===== config.mk =====
export PLATFORM = sky130hd
export DESIGN_NAME = adj_ctrl_flat
export DESIGN_NICKNAME = d
export VERILOG_FILES = /design/src/rtl/adj_pkg.sv /design/src/rtl/adj_ctrl_if.sv /design/src/rtl/adj_ctrl_btn_cond.sv /design/src/rtl/adj_ctrl.sv /design/src/flat_wrapper.sv
export SDC_FILE = /design/constraint.sdc
export NUM_CORES = 1
export LEC_CHECK = 0
export ABC_AREA = 1
export CAP_MARGIN = 20
export CORE_MARGIN = 2
export CORE_UTILIZATION = 47
export CTS_CLUSTER_SIZE = 20
export DETAILED_ROUTE_END_ITERATION = 10
export GPL_ROUTABILITY_DRIVEN = 0
export SETUP_SLACK_MARGIN = 0.2
export SLEW_MARGIN = 20
export SYNTH_ARGS = -nofsm -noshare
export SYNTH_HDL_FRONTEND = slang
export SYNTH_HIERARCHICAL = 1
export SYNTH_SLANG_ARGS = --single-unit

===== constraint.sdc =====
create_clock -name clk -period 4.7 [get_ports clk]
set_input_delay 0.94 -clock clk [delete_from_list [all_inputs] [get_ports clk]]
set_output_delay 0.94 -clock clk [all_outputs]
set_load 0.005 [all_outputs]

===== src/rtl/adj_pkg.sv =====
`default_nettype none
// ============================================================================
//  Module      : adj_pkg
//  Description : Shared types and default timing constants for the time-set
//                controller (set-mode encoding, counter width helper).
//  Revision    : 1.0 - initial release
// ============================================================================
package adj_pkg;

    // Set-mode encoding as seen on the mode output. 2'b11 is never a legal state.
    typedef enum logic [1:0] {
        RUN      = 2'b00,
        SET_HOUR = 2'b01,
        SET_MIN  = 2'b10
    } mode_t;

    // Default timing, in 1 kHz clock cycles.
    localparam int c_DEF_DEBOUNCE   = 20;
    localparam int c_DEF_HOLD_DLY   = 500;
    localparam int c_DEF_REPEAT     = 200;
    localparam int c_DEF_TIMEOUT    = 10000;
    localparam int c_DEF_BLINK_HALF = 250;

    // Counter width for a terminal count of n-1; never narrower than one bit.
    function automatic int cnt_width(input int n);
        return (n < 2) ? 1 : $clog2(n);
    endfunction

endpackage
`default_nettype wire


===== src/rtl/adj_ctrl_if.sv =====
`default_nettype none
// ============================================================================
//  Module      : adj_ctrl_if
//  Description : Board-side bundle of the time-set controller.
//                btn_mode / btn_up  : raw push-buttons (async, active-high)
//                adj_hour_p/min_p   : one-cycle adjust pulses to the counter
//                mode               : current set-mode
//                blink              : edit-field blink strobe
//                master = button/display side, slave = controller side.
//  Revision    : 1.0 - initial release
// ============================================================================
interface adj_ctrl_if;
    import adj_pkg::*;

    logic  btn_mode;
    logic  btn_up;
    logic  adj_hour_p;
    logic  adj_min_p;
    mode_t mode;
    logic  blink;

    modport master (
        output btn_mode, btn_up,
        input  adj_hour_p, adj_min_p, mode, blink
    );

    modport slave (
        input  btn_mode, btn_up,
        output adj_hour_p, adj_min_p, mode, blink
    );

endinterface
`default_nettype wire


===== src/rtl/adj_ctrl_btn_cond.sv =====
`default_nettype none
// ============================================================================
//  Module      : btn_cond
//  Description : Push-button conditioner: 2-FF synchronizer, debounce counter
//                and press (rising-edge) detector.
//                clk, rst : 1 kHz clock, synchronous active-high reset
//                i_btn    : raw asynchronous button
//                o_level  : debounced level
//                o_press  : one-cycle pulse on debounced rising edge
//  Revision    : 1.0 - initial release
// ============================================================================
module btn_cond
    import adj_pkg::*;
#(
    parameter int DEBOUNCE = c_DEF_DEBOUNCE
) (
    input  logic clk,
    input  logic rst,
    input  logic i_btn,
    output logic o_level,
    output logic o_press
);

    localparam int               c_CW   = cnt_width(DEBOUNCE);
    localparam logic [c_CW-1:0]  c_LAST = c_CW'(DEBOUNCE - 1);

    logic            r_sync1;
    logic            r_sync2;
    logic            r_level;
    logic            r_level_d;
    logic [c_CW-1:0] r_cnt;
    // r_fill counts the synchronizer refill after reset; r_armed is set once a
    // genuine released sample has been seen, so a button held through reset
    // does not produce a press until it is released and pressed again.
    logic [1:0]      r_fill;
    logic            r_armed;

    always_ff @(posedge clk) begin
        if (rst) begin
            r_sync1   <= 1'b0;
            r_sync2   <= 1'b0;
            r_level   <= 1'b0;
            r_level_d <= 1'b0;
            r_cnt     <= '0;
            r_fill    <= 2'd0;
            r_armed   <= 1'b0;
        end else begin
            r_sync1   <= i_btn;
            r_sync2   <= r_sync1;
            r_level_d <= r_level;

            if (r_fill != 2'd2) begin
                r_fill <= r_fill + 2'd1;
            end else if (!r_sync2) begin
                r_armed <= 1'b1;
            end

            // Any sample agreeing with the current level restarts the count.
            if (r_sync2 == r_level) begin
                r_cnt <= '0;
            end else if (r_cnt == c_LAST) begin
                r_level <= r_sync2;
                r_cnt   <= '0;
            end else begin
                r_cnt <= r_cnt + c_CW'(1);
            end
        end
    end

    assign o_level = r_level;
    assign o_press = r_level & ~r_level_d & r_armed;

endmodule
`default_nettype wire


===== src/rtl/adj_ctrl.sv =====
`default_nettype none
// ============================================================================
//  Module      : adj_ctrl
//  Description : Button-driven time-set controller. Conditions the mode and
//                up buttons, steps RUN -> SET_HOUR -> SET_MIN -> RUN on mode
//                presses, emits adjust pulses (with hold auto-repeat), falls
//                back to RUN after an idle timeout and blinks the edited field.
//                clk, rst : 1 kHz clock, synchronous active-high reset
//                bus      : adj_ctrl_if.slave (buttons in; pulses, mode,
//                           blink out - all registered)
//  Revision    : 1.0 - initial release
// ============================================================================
module adj_ctrl
    import adj_pkg::*;
#(
    parameter int DEBOUNCE   = c_DEF_DEBOUNCE,
    parameter int HOLD_DLY   = c_DEF_HOLD_DLY,
    parameter int REPEAT     = c_DEF_REPEAT,
    parameter int TIMEOUT    = c_DEF_TIMEOUT,
    parameter int BLINK_HALF = c_DEF_BLINK_HALF
) (
    input  logic        clk,
    input  logic        rst,
    adj_ctrl_if.slave   bus
);

    // One hold counter serves both the initial delay and the repeat period.
    localparam int              c_HW          = cnt_width((HOLD_DLY > REPEAT) ? HOLD_DLY : REPEAT);
    localparam int              c_IW          = cnt_width(TIMEOUT);
    localparam int              c_BW          = cnt_width(BLINK_HALF);
    localparam logic [c_HW-1:0] c_HOLD_LAST   = c_HW'(HOLD_DLY - 1);
    localparam logic [c_HW-1:0] c_REP_LAST    = c_HW'(REPEAT - 1);
    localparam logic [c_IW-1:0] c_IDLE_LAST   = c_IW'(TIMEOUT - 1);
    localparam logic [c_BW-1:0] c_BLINK_LAST  = c_BW'(BLINK_HALF - 1);

    logic            w_mode_press;
    logic            w_unused_mode_level;   // only the mode press edge matters
    logic            w_up_press;
    logic            w_up_level;

    mode_t           r_mode;
    mode_t           w_next;
    logic            r_holding;
    logic            r_rep;
    logic [c_HW-1:0] r_hold;
    logic [c_IW-1:0] r_idle;
    logic [c_BW-1:0] r_bcnt;
    logic            r_blink;
    logic            r_hour_p;
    logic            r_min_p;

    logic            w_in_set;
    logic            w_rep_fire;
    logic            w_fire;
    logic            w_hour_fire;
    logic            w_min_fire;
    logic            w_activity;
    logic            w_timeout;
    logic            w_next_set;

    btn_cond #(.DEBOUNCE(DEBOUNCE)) u_btn_mode (
        .clk     (clk),
        .rst     (rst),
        .i_btn   (bus.btn_mode),
        .o_level (w_unused_mode_level),
        .o_press (w_mode_press)
    );

    btn_cond #(.DEBOUNCE(DEBOUNCE)) u_btn_up (
        .clk     (clk),
        .rst     (rst),
        .i_btn   (bus.btn_up),
        .o_level (w_up_level),
        .o_press (w_up_press)
    );

    // ---------------- FSM: state register ----------------
    always_ff @(posedge clk) begin
        if (rst) begin
            r_mode <= RUN;
        end else begin
            r_mode <= w_next;
        end
    end

    // ---------------- FSM: next state ----------------
    // Any press or pulse this cycle counts as activity, so an up press landing
    // on the timeout cycle keeps the current set state.
    assign w_activity = w_mode_press | w_up_press | w_fire;
    assign w_timeout  = (r_idle == c_IDLE_LAST) && !w_activity;

    always_comb begin
        w_next = r_mode;
        case (r_mode)
            RUN:      if (w_mode_press) w_next = SET_HOUR;
            SET_HOUR: begin
                if (w_mode_press)   w_next = SET_MIN;
                else if (w_timeout) w_next = RUN;
            end
            SET_MIN:  if (w_mode_press || w_timeout) w_next = RUN;
            default:  w_next = RUN;
        endcase
    end

    // ---------------- FSM: outputs (pre-register) ----------------
    // A mode press suppresses both the fresh press pulse and any repeat pulse.
    always_comb begin
        w_in_set    = (r_mode == SET_HOUR) || (r_mode == SET_MIN);
        w_rep_fire  = r_holding && w_up_level &&
                      (r_hold == (r_rep ? c_REP_LAST : c_HOLD_LAST));
        w_fire      = !w_mode_press && ((w_up_press && w_in_set) || w_rep_fire);
        w_hour_fire = w_fire && (r_mode == SET_HOUR);
        w_min_fire  = w_fire && (r_mode == SET_MIN);
        w_next_set  = (w_next == SET_HOUR) || (w_next == SET_MIN);
    end

    // ---------------- Hold / auto-repeat counter ----------------
    always_ff @(posedge clk) begin
        if (rst || (w_next != r_mode) || !w_up_level) begin
            r_holding <= 1'b0;
            r_rep     <= 1'b0;
            r_hold    <= '0;
        end else if (w_up_press && w_in_set) begin
            r_holding <= 1'b1;
            r_rep     <= 1'b0;
            r_hold    <= '0;
        end else if (r_holding) begin
            if (w_rep_fire) begin
                r_rep  <= 1'b1;
                r_hold <= '0;
            end else begin
                r_hold <= r_hold + c_HW'(1);
            end
        end
    end

    // ---------------- Idle timeout counter ----------------
    always_ff @(posedge clk) begin
        if (rst || (w_next == RUN) || w_activity) begin
            r_idle <= '0;
        end else if (r_idle != c_IDLE_LAST) begin
            r_idle <= r_idle + c_IW'(1);
        end
    end

    // ---------------- Blink ----------------
    // Restarts high on every entry into a set state, including SET_HOUR -> SET_MIN.
    always_ff @(posedge clk) begin
        if (rst || !w_next_set) begin
            r_blink <= 1'b0;
            r_bcnt  <= '0;
        end else if (w_next != r_mode) begin
            r_blink <= 1'b1;
            r_bcnt  <= '0;
        end else if (r_bcnt == c_BLINK_LAST) begin
            r_blink <= ~r_blink;
            r_bcnt  <= '0;
        end else begin
            r_bcnt <= r_bcnt + c_BW'(1);
        end
    end

    // ---------------- Registered pulses ----------------
    always_ff @(posedge clk) begin
        if (rst) begin
            r_hour_p <= 1'b0;
            r_min_p  <= 1'b0;
        end else begin
            r_hour_p <= w_hour_fire;
            r_min_p  <= w_min_fire;
        end
    end

    assign bus.adj_hour_p = r_hour_p;
    assign bus.adj_min_p  = r_min_p;
    assign bus.mode       = r_mode;
    assign bus.blink      = r_blink;

endmodule
`default_nettype wire

===== src/flat_wrapper.sv =====
// flat-port wrapper written by rule: the top's interface ports become plain ports
module adj_ctrl_flat import adj_pkg::*;
#(
    parameter int DEBOUNCE   = c_DEF_DEBOUNCE,
    parameter int HOLD_DLY   = c_DEF_HOLD_DLY,
    parameter int REPEAT     = c_DEF_REPEAT,
    parameter int TIMEOUT    = c_DEF_TIMEOUT,
    parameter int BLINK_HALF = c_DEF_BLINK_HALF
)
  (clk, rst, bus_btn_mode, bus_btn_up, bus_adj_hour_p, bus_adj_min_p, bus_mode, bus_blink);
  adj_ctrl_if bus_i ();
  input  logic clk;
  input  logic rst;
  input wire logic [$bits(bus_i.btn_mode)-1:0] bus_btn_mode;
  input wire logic [$bits(bus_i.btn_up)-1:0] bus_btn_up;
  output wire logic [$bits(bus_i.adj_hour_p)-1:0] bus_adj_hour_p;
  output wire logic [$bits(bus_i.adj_min_p)-1:0] bus_adj_min_p;
  output wire logic [$bits(bus_i.mode)-1:0] bus_mode;
  output wire logic [$bits(bus_i.blink)-1:0] bus_blink;
  assign bus_i.btn_mode = bus_btn_mode;
  assign bus_i.btn_up = bus_btn_up;
  assign bus_adj_hour_p = bus_i.adj_hour_p;
  assign bus_adj_min_p = bus_i.adj_min_p;
  assign bus_mode = bus_i.mode;
  assign bus_blink = bus_i.blink;
  adj_ctrl #(.DEBOUNCE(DEBOUNCE), .HOLD_DLY(HOLD_DLY), .REPEAT(REPEAT), .TIMEOUT(TIMEOUT), .BLINK_HALF(BLINK_HALF)) u_core (.clk(clk), .rst(rst), .bus(bus_i));
endmodule

==> summary.md, run 1 <==
| Metric | Value |
|---|---|
| Worst VDD drop | 0.2083 mV |
| Synth Cell Area | 3223 um^2 |
| Critical path's slowest cell | dfxtp_1 |
| Setup crit end kind | register |
| Relative slew margins | 59.60% |
| Tightest Hold Check Type | register to register |
| Total GRT Usage | between 15 and 20% |
| GR Layer Usage met1 | 20.66% |
| Die width | about 87 um |
| TritonCTS Buffers | 9 |
| Commonest non-fill, non-tap cell in the layout | inv_1 |
| Boundary Pins | 9 |
| GRT Max-Usage Layer | met2 |
| Syn_area_per_cell | 7.444 um^2 |
| PostCTS Resize Cnt | 0 |
| Req. time, crit path | 4950 ps |
| Die ar. | between 7000 and 8000 um^2 |
| Layout Cells excl Fill | ~530 |
| Mapped Nets | 450 |
| Reg-to-reg slack, setup | 1970 ps |
| Max Transition Viols Final | 0 |
| CTS tree | built |
| Post-synthesis sequential area ratio | 38.51% |
| Core area | 6719 um^2 |
| GR Layer Usage met3 | under 10% |
| IO Port Bufs | 8 |
| DIE HEIGHT | 86.81 um |
| Number of global-route vias before repair | 2322 |
| Final Instance Area | 3553 um^2 |
| Crit Path Class | register to register |
| Ant diodes | 0 |
| TritonRoute pass-1 iters | 4 |
| Vias/cell | 4.795 |
| Initial Util | 47.97% |
| RSZ-0062 raised after global routing | false |
| CTS Buffer Depth | 2 |
| Hold Worst Slack | 401.4 ps |
| Post-DRT Antenna Nets | 0 |
| DPL Wire Length | just over 4000 um |
| Routed length per instance | 10.36 um |
| GRT met2 Usage | 25.75% |
| Gr ovfl total | 0 |
| Dpl cells | 516 |
| Setup TNS Final | 0 ps |
| Clock Sinks | 62 |
| Post-Syn Instances | between 400 and 500 |
| WP buf/inv | 2 |
| Register bit count reported by yosys | 62 |
| Minimum clock period | 2729 ps |
| Layout cells sized above 1 | 12.39% |
| DRC | 0 |
| Total power draw | 1.041 mW |
| Final clock skew | 7.123 ps |
| Via count | around 2600 |
| Most used cell, CP | nand2_1 |
| Critical Path AT | 2970 ps |
| Leak Pwr | 1.242 nW |
| Most frequent cells in the layout | 74 x inv_1, 62 x dfxtp_1, 60 x nand2_1, 60 x nor2_1, 23 x nand3_1 |
| Max Fclk | 366.5 MHz |
| Worst Path Max Fanout | 21 |
| Post-CTS Setup Bufs | 0 |
| Clock-pin transition on the worst setup and hold timing paths | 60 ps |
| Clock latency on the worst-skew pair | 330 ps |
| Yosys warning count | 6 |
| Max incr delay on CP | slightly above 700 ps |
| Final wirelength | about 5500 um |
| Hold Vio Cnt, Final | 0 |
| Num rows | 30 |
| Power per cell area | 293.1 nW/um^2 |
| CTS H-tree depth | 3 |
| Maxcap violations | 0 |
| Initial antenna violation count | 0 |
| Final setup viols | 0 |
| 1st-iter DRT viols | between 80 and 90 |
| Crit-path leading delay family | simple AND/OR/NAND/NOR gates |
| First-pass GRT wire length | 9604 um |
| Status | finished clean |
| Area grow syn2layout | 10.25% |
| Placed cell area | between 3000 and 4000 um^2 |
| Largest net degree at the start of global routing | 22 |
| Distinct cells, synth | 33 |
| Period Utilization, post-route | 58.06% |
| Clock tree root driver cell | clkbuf_8 |
| Hold-fix buffers, CTS | 0 |
| Fin nets | 464 |
| Critical path startpoint category | register |
| Slew @ Worst Pin | 605.2 ps |
| Worst-path cell chain | nand2_1, inv_1, nand2_1, nor2_1, nand3_2, nand3_2, nand2_1, nand2_1, nand2_2, nand2_2, nand2_4, ha_1, nor3_1, inv_1, a211oi_1 |
==> path summary, 6_finish.rpt <==
check,cells past startpoint,startpoint,end
hold reg to reg,2,u_core/u_btn_up/r_sync1,u_core/u_btn_up/r_sync2
setup / recovery,15,u_core/r_holding,u_core/r_idle[4]
setup reg to reg,15,u_core/r_holding,u_core/r_idle[4]
hold / removal,2,u_core/u_btn_up/r_sync1,u_core/u_btn_up/r_sync2
==> kinds of logic after synthesis <==
logic type,after synthesis,share of synthesized area [%]
flops,62,38.51
xor+xnor,21,5.707
fa+ha+maj,13,5.047
buf+inv,86,10.56
simple gates,213,33.93
compound gates,38,6.251
==> metrics by stage <==
step	util (%)	setup slack (ps)
finish	52.89	1971
global placement	50.17	2105
floorplan	-	2492
global route	52.89	1625
CTS	52.89	1977
detailed placement	50.17	1976
==> tightest hold or removal path: cells and delay by family, from the launching register on <==
family	cells	cell delay [ps]
buffers and inverters	1	40
flip-flops	1	300
AND/OR/NAND/NOR	1	30
==> cell type report <==
class	count	area (um^2)
Fill cell	662	3166
Multi-Input combinational cell	285	1642
Sequential cell	62	1241
Inverter	80	300.3
Clock buffer	12	135.1
Tap cell	80	100.1
Timing Repair Buffer	9	87.58
Clock inverter	4	47.55
==> registers in the layout (all words and copies together), names as in the netlist, 2 cells and up <==
register / cells
u_core/r_bcnt: 8
u_core/u_btn_mode/r_cnt: 5
u_core/u_btn_mode/r_fill: 2
u_core/r_idle: 14
u_core/bus.mode: 2
u_core/u_btn_up/r_fill: 2
u_core/r_hold: 9
u_core/u_btn_up/r_cnt: 5
==> synth_stat cells <==
cell type,number,share of area [%]
a211oi_1,1,0.23
a21oi_1,18,2.8
a2bb2oi_1,1,0.27
a31oi_1,1,0.19
and2_0,1,0.19
and3b_1,1,0.27
buf_4,2,0.47
clkbuf_1,3,0.35
clkbuf_8,1,0.43
clkinv_1,2,0.23
dfxtp_1,62,39
ha_1,13,5.0
inv_1,74,8.6
inv_2,4,0.47
nand2_1,60,7.0
nand2_2,7,1.4
nand2_4,3,1.0
nand3_1,23,3.6
nand3_2,3,0.93
nand3_4,3,1.6
nand3b_1,7,1.6
nand4_1,7,1.4
nand4_4,1,0.66
nor2_1,60,7.0
nor2_2,15,2.9
nor2_4,4,1.4
nor3_1,13,2.0
nor4_1,3,0.58
o21ai_0,16,2.5
o41ai_1,1,0.27
or2_2,2,0.39
xnor2_1,7,1.9
xor2_1,14,3.8
==> power breakdown <==
group	internal, mW	switching (mW)	total (mW)	leakage, nW
Combinational	0.0201	0.0271	0.0471	0.650
Clock	0.244	0.197	0.440	0.0904
Sequential	0.545	0.00880	0.554	0.502
==> routing by layer <==
layer,part of all wire [%],up-vias,wire length (um)
met5,0,-,0
met4,1.3,0,72
met3,2.5,6,137
met2,47,29,2576
met1,49,1137,2723
li1,-,1379,-
Note: power is estimated with default switching activity, not from simulation.
==> run 2: changes to the inputs <==
clock period = 2.8 ns   (was 4.7 ns; I/O delays follow)
==> summary.md, run 2 (same netlist as run 1, synthesis figures left out) <==
| Metric | Value |
|---|---|
| Status | finished clean |
| Power per cell area | 478.7 nW/um^2 |
| Critical Path AT | approximately 2600 ps |
| Setup TNS Final | 0 ps |
| RSZ-0062 raised after global routing | false |
| CTS tree | built |
| Layout cells sized above 1 | between 10% and 20% |
| Crit Path Class | register to register |
| PostCTS Resize Cnt | 0 |
| Initial Util | 47.97% |
| Slew @ Worst Pin | 433.6 ps |
| Post-DRT Antenna Nets | 0 |
| Layout fillers | 668 |
| Hold Crit Start | u_core/u_btn_up/r_sync1 |
| Max incr delay on CP | 350 ps |
| Worst VDD drop | 0.2940 mV |
| TritonCTS Buffers | 9 |
| Total power draw | 1.710 mW |
| Max reg flops | 14 |
| Fin nets | 466 |
| Reg-to-reg slack, setup | 480 ps |
| Dpl cells | 518 |
| Initial antenna violation count | 0 |
| Clock Sinks | slightly above 60 |
| Minimum clock period | 2316 ps |
| Period Utilization, post-route | 82.72% |
| Clock tree root driver cell | clkbuf_8 |
| Final WS setup | slightly below 500 ps |
| Total GRT Usage | 16.25% |
| Core area | 6719 um^2 |
| WHS Path Cells | 2 |
| Most frequent cells in the layout | 73 x inv_1, 62 x dfxtp_1, 60 x nand2_1, 60 x nor2_1, 23 x nand3_1 |
| Boundary Pins | 9 |
| Maxcap violations | 0 |
| Leak Pwr | 1.253 nW |
| Hold Worst Slack | a little over 400 ps |
| Worst Hold Path EP | u_core/u_btn_up/r_sync2 |
| CTS Buffer Depth | 2 |
| Critical path's slowest cell | dfxtp_1 |
| Most used cell, CP | nand2_1 |
| Clock-pin transition on the worst setup and hold timing paths | approximately 60 ps |
| Number of global-route vias before repair | 2355 |
| Via count | 2500 |
| Max Transition Viols Final | 0 |
| Final wirelength | around 5300 um |
| Placed cell area | 3386 um^2 |
| 1st-iter DRT viols | around 130 |
| DPL Wire Length | about 4000 um |
| Routed length per instance | 9.979 um |
| R2R Path End | u_core/r_bcnt[7] |
| Top reg by flops | u_core/r_idle |
| Num rows | 30 |
| Post-CTS Setup Bufs | 0 |
| Tightest Hold Check Type | register to register |
| Relative slew margins | a little under three quarters |
| Req. time, crit path | 3060 ps |
| Hold Vio Cnt, Final | 0 |
| Area grow syn2layout | 10.83% |
| Biggest registers after layout | u_core/r_idle x14, u_core/r_hold x9, u_core/r_bcnt x8 |
| Final clock skew | around 7.2 ps |
| Final setup viols | 0 |
| Ant diodes | 0 |
| Hold-fix buffers, CTS | 0 |
| Layout Cells excl Fill | 532 |
| Register-to-Register Path Depth | 17 |
| DIE HEIGHT | between 80 and 90 um |
| Commonest non-fill, non-tap cell in the layout | inv_1 |
| Largest net degree at the start of global routing | 21 |
| Critical path startpoint category | register |
| First-pass GRT wire length | a little under 10000 um |
| Vias/cell | 4.699 |
| Gr ovfl total | 0 |
| CTS H-tree depth | 3 |
| Die width | 86.81 um |
| Dpl ws | between 400 and 500 ps |
| Die ar. | 7536 um^2 |
| TritonRoute pass-1 iters | 4 |
| DRC | 0 |
| Clock latency on the worst-skew pair | roughly 330 ps |
| Setup crit end kind | register |
| Worst-path cell chain | ha_2, nand2_1, inv_1, nand2_1, nor2_1, nand3_2, nand3_1, nand2_1, nand2_1, nand2_1, nand2_2, nand2_4, ha_1, inv_1, nor3_1, nand3_2, nor2_1 |
| Final Instance Area | 3572 um^2 |
| Max Fclk | 431.8 MHz |
| Final design utilization | between 50% and 60% |
| Worst Path Max Fanout | 8 |
| IO Port Bufs | 8 |
| Reg2reg start | u_core/r_hold[1] |
-- run 2: cell count changes in the layout (fill, tap and decap cells not counted), sizes merged --
cell,before,now
clkbuf,12,13
clkinvlp,1,0
clkinv,4,3
buf,1,3
bufinv,1,0
-- run 2: layer usage --
metal | wire, um | GRT usage [%] | up-vias
li1 | - | - | 1384
met1 | 2719 | 21.65 | 1085
met2 | 2354 | 25.05 | 27
met3 | 181 | 4.857 | 4
met4 | 53 | 5.540 | 0
met5 | 0 | 0 | -
-- run 2: critical path, delay by kind of cell (launching register included) --
kind	cells	cell delay, ps
fa+ha+maj	2	490
flops	1	350
simple gates	13	1320
buf+inv	2	80
-- run 2: where the power goes --
group | internal (mW) | total, mW | switching (mW)
registers | 0.915 | 0.930 | 0.0150
clock network | 0.383 | 0.700 | 0.317
logic | 0.0333 | 0.0798 | 0.0465
total | 1.33 | 1.71 | 0.378
-- run 2: final cells by class --
cell class              instances  area (um^2)  share of cell area [%]
multi-input cells             285         1654                   46.30
flip-flops and latches         62         1241                   34.75
inverters                      80        300.3                   8.406
clock buffers                  13        168.9                   4.729
repair buffers                 11        102.6                   2.872
well taps                      80        100.1                   2.802
clock inverters                 1        5.005                  0.1401
-- run 2: how the worst max path moves through the flow --
| stage | start | end | slack [ps] | cells after the start |
|---|---|---|---|---|
| floorplan | u_core/r_hold[1] | u_core/r_idle[5] | 590 | 17 |
| global placement | u_core/r_hold[1] | u_core/r_bcnt[6] | 560 | 17 |
| detailed placement | u_core/r_hold[1] | u_core/r_bcnt[7] | 460 | 17 |
| CTS | u_core/r_hold[1] | u_core/r_bcnt[7] | 440 | 17 |
| global route | u_core/u_btn_mode/o_level | u_core/r_bcnt[7] | 210 | 14 |
| finish | u_core/r_hold[1] | u_core/r_bcnt[7] | 480 | 17 |
